## config.mk

```make
export PLATFORM = sky130hd
export DESIGN_NAME = array_multiplier
export DESIGN_NICKNAME = d
export VERILOG_FILES = /design/src/rtl/array_multiplier_fa.sv /design/src/rtl/array_multiplier.sv
export SDC_FILE = /design/constraint.sdc
export NUM_CORES = 1
export LEC_CHECK = 0
export ABC_AREA = 1
export CAP_MARGIN = 20
export CORE_MARGIN = 5
export CORE_UTILIZATION = 54
export CTS_BUF_LIST = sky130_fd_sc_hd__clkbuf_2
export DETAILED_ROUTE_END_ITERATION = 8
export PLACE_DENSITY = 0.77
export SLEW_MARGIN = 20
export SYNTH_ARGS = -nofsm -noshare
export SYNTH_HDL_FRONTEND = slang
export SYNTH_HIERARCHICAL = 1
export SYNTH_SLANG_ARGS = --single-unit
```

## constraint.sdc

```tcl
create_clock -name clk -period 0.9 [get_ports clk]
set_input_delay 0.225 -clock clk [delete_from_list [all_inputs] [get_ports clk]]
set_output_delay 0.225 -clock clk [all_outputs]
set_load 0.01 [all_outputs]
```

## src/rtl/array_multiplier_fa.sv

```systemverilog
// One-bit full adder cell used to build the multiplier array.
// Latency: purely combinational, zero cycles.
// Backpressure: none; outputs always follow the inputs.
//
// Ports:
//   a, b  : addend bits
//   cin   : carry in
//   s     : sum bit
//   cout  : carry out
module array_multiplier_fa (
    input  logic a,
    input  logic b,
    input  logic cin,
    output logic s,
    output logic cout
);

    assign s    = a ^ b ^ cin;
    assign cout = (a & b) | (a & cin) | (b & cin);

endmodule

```

## src/rtl/array_multiplier.sv

```systemverilog
// Unsigned truncated multiplier: y = (a*b) mod 2^width, built from an AND/full-adder array.
// Latency: 1 cycle (combinational array followed by one output register), full throughput.
// Backpressure: none; a new operand pair is accepted on every rising clk edge.
//
// Ports:
//   clk : clock, rising edge active
//   rst : asynchronous active-high reset, clears y immediately
//   a   : multiplicand, unsigned, width bits
//   b   : multiplier, unsigned, width bits
//   y   : registered low width bits of a*b
module array_multiplier #(
    parameter int width = 32
) (
    input  logic             clk,
    input  logic             rst,
    input  logic [width-1:0] a,
    input  logic [width-1:0] b,
    output logic [width-1:0] y
);

    // w_sum[i] is the running partial sum after rows 0..i have been added.
    logic [width-1:0] w_sum [width];
    logic [width-1:0] r_y;

    // Row 0 is just the first partial product; no adder needed.
    assign w_sum[0] = a & {width{b[0]}};

    genvar i, k;
    generate
        for (i = 1; i < width; i++) begin : g_row
            // w_c[m] is the carry into bit i+m of this row; the row ripples
            // only across the bits that partial product i can reach.
            logic [width-1-i:0] w_c;

            assign w_c[0] = 1'b0;

            for (k = 0; k < width; k++) begin : g_bit
                if (k < i) begin : g_pass
                    // Below the shift of row i nothing is added.
                    assign w_sum[i][k] = w_sum[i-1][k];
                end else if (k < width - 1) begin : g_fa
                    array_multiplier_fa u_fa (
                        .a    (w_sum[i-1][k]),
                        .b    (a[k-i] & b[i]),
                        .cin  (w_c[k-i]),
                        .s    (w_sum[i][k]),
                        .cout (w_c[k-i+1])
                    );
                end else begin : g_top
                    // Top bit: the carry out would land above the result
                    // width, so only the sum is formed and the carry dropped.
                    assign w_sum[i][k] = w_sum[i-1][k] ^ (a[k-i] & b[i]) ^ w_c[k-i];
                end
            end
        end
    endgenerate

    always_ff @(posedge clk or posedge rst) begin
        if (rst) begin
            r_y <= '0;
        end else begin
            r_y <= w_sum[width-1];
        end
    end

    assign y = r_y;

endmodule

```

==> run summary, run 1 <==
Max Buffers Root-to-Sink: 2
Wire length on met3: 1420 um
Largest cells by area after synthesis: fa_1 (61%), nand2_1 (15%), inv_1 (13%), dfrtp_1 (5.2%), clkbuf_1 (1.7%)
Achievable Freq: 36.5 MHz
DR WL met2: 19200 um
Final instance area: 18100 um2
Final min period: 27.36 ns
Clock transition at the registers of the reported paths: 0.13 ns
Die Ht: 178 um
Global-route wire length before repair: 59000 um
DR WL/cell: 14.7 um
Multi-input logic area: 13000 um2
Mean post-synth cell area: 8.35 um2
Setup violations, final: 62
Dpl hpwl: 31000 um
Core area: 27900 um2
Fill count: 2281
CP max stage cell: fa_2
CP Depth: 72
Post-Route M1 WL: 12400 um
Largest net degree at the start of global routing: 33
Top-count cell post-synth: nand2_1
Most instantiated cells after synthesis: nand2_1 (622), inv_1 (540), fa_1 (465)
First-pass iteration count of the detailed router: 5
Most frequent CP cell: fa_2
Total die area: 31800 um2
Mapped Cells: 1836
Routed WL: 34300 um
Unique cell type count in the Yosys netlist: 17
Total global routing track utilization: 0.234
Layout area overhead: 18.0%
Slowest stage delay, CP: 0.60 ns
RSZ-0062 raised after global routing: true
Post-DP Area: 17900 um2
Initial antenna violation count: 1
Largest area contributor in the netlist: fa_1
CP Data Required Time: 1.16 ns
Slew margin rel.: 0.636
Slew Viols, Final: 0
End of the critical path: y[31]
Crit path from: b[1]
Synth warnings: 6
Final worst slack: -26.46 ns
Vias per cell: 4.75
Period utilization: 30.4
Top-area cell type share of the netlist area: 0.608
Die width: 178 um
Root Driver: clkbuf_2
Failing checks: negative setup slack
Min Hold Slack: 0.236 ns
Worst path top cell family by delay: adder cells
Setup_tns: -413.38 ns
DRC Markers: 0
Initial core utilization: 0.549
Setup Buffers After CTS: 0
Number of synthesized register bits: 32
H-tree depth: 2
Crit-path max FO: 4
Initial DRC Count: 493
Arrival @ worst endpoint: 27.62 ns
CTS tree: built
Run status: complete, but fails checks
I/O Pins: 98
Ys async rst share: 1.00
Worst path bufs/invs: 4
Final core utilization: 0.647
Clock Sinks: 32
Number of nets with antenna violations after routing: 0
DR top layer: met4
Worst min-delay path class: in -> async
Max cap viols: 0
Register Area: 801 um2
DR vias: 11125
Overflow after GRT: 0
Layout cells sized above 1: 0.242
NumNets Final: 2493
EDFF count, synth: 0
Total CTS buffers: 5
Largest register FFs: 32
Slew @ Worst Pin: 0.546 ns
# port buffers: 97
Post-Synthesis Cell Area: 15300 um2
CP Capture Type: flip-flop
Vias in the first global route: 12687
Hold Vio Cnt, Final: 0
Top_reg_cell synth: dfrtp_1
Global placer's final weighted congestion: 0.918
Site Rows: 61
Crit Path Category: in -> reg
Sequential area share after synthesis: 0.0523
CP startpoint kind: input pin
cell usage in the layout, fill, tap and decap left out:
cell	instances
inv_2	19
inv_1	522
xnor2_2	1
nand3_2	2
clkbuf_2	6
xnor2_1	9
dlygate4sd2_1	1
buf_2	28
clkinvlp_4	1
nand2_4	13
fa_2	292
nor2_1	5
clkinv_1	2
clkdlybuf4s50_1	60
xor2_1	6
buf_6	6
fa_1	173
nor2_2	1
nand3_1	41
buf_4	88
nand4_1	2
nand2_1	604
diode_2	1
nand2_2	6
buf_12	12
dfrtp_1	32
conb_1	30
metrics by stage:
step / setup slack (ns) / cells
CTS: -26.58 / 2342
floorplan: -26.46 / 1865
global placement: -27.59 / 2335
detailed placement: -28.09 / 2335
global route: -27.09 / 2341
finish: -26.46 / 2341
worst min path at each step:
stage | startpoint | endpoint | slack [ns] | depth (start not counted)
after global placement | rst | y[7] | 0.62 | 3
after global routing | rst | y[10] | 0.21 | 3
final | rst | y[10] | 0.24 | 3
after detailed placement | rst | y[10] | 0.63 | 3
after floorplan | rst | y[0] | 0.15 | 1
after CTS | rst | y[10] | 0.22 | 3
kinds of logic (layout without fill, tap and decap cells):
logic type | Yosys count | in the layout | synth area share
buf+inv | 648 | 745 | 0.162
flops | 32 | 32 | 0.0523
fa+ha+maj | 465 | 465 | 0.608
simple gates | 674 | 674 | 0.169
xor+xnor | 16 | 16 | 0.00915
other cells | 1 | 31 | 0.000245
area by class of cell:
type / count / share of cell area
tap: 378 / 0.0262
sequential: 32 / 0.0443
clock buffer: 5 / 0.00138
timing repair buffer: 196 / 0.0953
inverter: 542 / 0.113
clock inverter: 2 / 0.000415
multi-input combinational: 1185 / 0.720
antenna: 1 / 0.000138
metal layers:
layer / track usage / vias to the layer above
met1: 0.273 / 5666
met2: 0.447 / 251
met3: 0.0208 / 70
li1: - / 5138
met5: 0 / -
met4: 0.0835 / 0
worst min-delay path: cells and delay by family:
| family | cells | cell delay (ns) |
|---|---|---|
| buf+inv | 3 | 0.73 |
repair_timing:
action                     in CTS  in global routing
gates resized for setup       245                 24
gates cloned                    0                  0
setup endpoints to repair      64                 62
hold buffers                    0                  0
pin swaps                     268                 80
Power of run 1 is not shown: default switching activity piles up to over one toggle a cycle in this logic, so the estimate is an artifact.
==> run 2: changes to the inputs <==
MAX_ROUTING_LAYER = met4   (was unset)
==> run 2 against run 1 <==
  * Via count is 1.1% higher
  * Worst setup slack improved by 0.23 ns
  * Highest routed layer unchanged
  * Sequential cell count unchanged
  * Utilization grew 0.28 points
  * The flow still finishes with violations (negative setup slack)
  * Non-clock buffer count grew 4
==> run summary, run 2 (synthesis results as in run 1) <==
CP Data Required Time: 1.17 ns (about the same)
Post-DP Area: 17900 um2 (+0.15%)
DR WL met2: 18700 um (-3.0%)
I/O Pins: 98 (unchanged)
Vias in the first global route: 12747 (+0.47%)
Most frequent CP cell: fa_1
Arrival @ worst endpoint: 27.41 ns (-0.21 ns)
Non-Filler Instances: 2346 (+0.21%)
Setup_tns: -410.97 ns (+2.41 ns)
Final min period: 27.14 ns (-0.228 ns)
Global-route wire length before repair: 58500 um (-0.99%)
Wire length on met3: 1380 um (-2.6%)
Number of nets with antenna violations after routing: 0 (unchanged)
Achievable Freq: 36.9 MHz (+0.84%)
Largest register FFs: 32 (unchanged)
Root Driver: clkbuf_2
Die Ht: 178 um (unchanged)
NumNets Final: 2497 (+0.16%)
Clock transition at the registers of the reported paths: 0.15 ns (+0.02 ns)
DR top layer: met4
Vias per cell: 4.79 (+0.85%)
Setup violations, final: 62 (unchanged)
Dpl hpwl: 30600 um (-1.2%)
Dpl cells: 2337 (+0.086%)
Largest net degree at the start of global routing: 33 (unchanged)
Overflow after GRT: 0 (unchanged)
First-pass iteration count of the detailed router: 5 (unchanged)
Hold Vio Cnt, Final: 0 (unchanged)
Total die area: 31800 um2 (unchanged)
Layout cells sized above 1: 0.256 (+0.0141)
Global placer's final weighted congestion: 0.925 (+0.72%)
Slew @ Worst Pin: 0.556 ns (+0.00966 ns)
Final core utilization: 0.650 (+0.00282)
# port buffers: 97 (unchanged)
Multi-input logic area: 13100 um2 (+0.40%)
Slew Viols, Final: 0 (unchanged)
Crit-path max FO: 3 (-1)
Fill count: 2234 (-2.1%)
DRC Markers: 0 (unchanged)
Total global routing track utilization: 0.238 (+0.00402)
CP Capture Type: flip-flop
Max Buffers Root-to-Sink: 2 (unchanged)
Layout area overhead: 18.5%
Crit Path Category: in -> reg
Period utilization: 30.2 (-0.253)
Final instance area: 18200 um2 (+0.44%)
Total CTS buffers: 5 (unchanged)
Clock Sinks: 32 (unchanged)
Failing checks: negative setup slack
RSZ-0062 raised after global routing: true
CP startpoint kind: input pin
Slowest stage delay, CP: 0.60 ns (about the same)
DR vias: 11244 (+1.1%)
Initial antenna violation count: 1 (unchanged)
Final worst slack: -26.24 ns (+0.228 ns)
Worst min-delay path class: in -> async
Commonest non-fill, non-tap cell in the layout: nand2_1
CP max stage cell: fa_2
H-tree depth: 2 (unchanged)
Site Rows: 61 (unchanged)
Register Area: 801 um2 (unchanged)
Die width: 178 um (unchanged)
Post-Route M1 WL: 12400 um (+0.46%)
Commonest non-fill, non-tap cells in the layout: nand2_1 (603), inv_1 (522), fa_2 (316), fa_1 (149), buf_4 (93)
Routed WL: 33900 um (-1.1%)
Max cap viols: 0 (unchanged)
DR WL/cell: 14.5 um (-1.3%)
Slew margin rel.: 0.629 (-0.00644)
Initial DRC Count: 376 (-24%)
Run status: complete, but fails checks
Initial core utilization: 0.549 (unchanged)
CTS tree: built
Core area: 27900 um2 (unchanged)
## run 2: cell types whose count changed in the layout (fill, tap and decap cells not counted), sizes merged
cell | previous run | this run
clkbuf | 6 | 5
clkinv | 2 | 3
buf | 134 | 139
## run 2: layout make-up
type	instances	share of cell area
Antenna cell	1	0.000138
Clock buffer	5	0.00138
Tap cell	378	0.0260
Inverter	542	0.112
Timing Repair Buffer	200	0.0960
Clock inverter	3	0.000758
Sequential cell	32	0.0441
Multi-Input combinational cell	1185	0.719
## run 2: timing repair
action                     4_1_cts  5_1_grt
setup endpoints to repair       64       62
pin swaps                      266       75
setup buffers                    2        0
resized for setup              246       44
hold buffers                     0        0
## run 2: critical path, delay by kind of cell
kind | cells | cell delay [ns]
and+or+nand+nor | 6 | 0.46
xor gates and xnor gates | 2 | 0.36
buffers and inverters | 4 | 0.28
adders and majority gates | 59 | 26.07
## run 2: stage by stage
step	setup WS [ns]	hold slack (ns)
finish	-26.24	0.217
global route	-26.91	0.171
CTS	-26.60	0.182
detailed placement	-28.04	0.618
global placement	-27.61	0.619
floorplan	-26.46	0.153
## run 2: path summary, 6_finish.rpt
path,startpoint,end,slack (ns),cells past startpoint
min in group clk,a[0],y[1],0.28,4
max in group asynchronous,rst,y[21],0.50,3
worst min-delay path,rst,y[10],0.22,3
worst max-delay path,b[0],y[31],-26.24,71
## run 2: metal layers
metal,GRT usage,vias up
met2,0.437,266
met3,0.0182,90
met5,-,-
met1,0.271,5744
li1,-,5144
met4,0.0915,0
Power of run 2 is left out for the same reason.
==> run 3: changes to the inputs <==
CAP_MARGIN = unset   (was 20)
SLEW_MARGIN = 15   (was 20)
==> results of run 3 <==
Final layout, timing and power as in run 2 (identical DEF).
Power of run 3 is left out for the same reason.
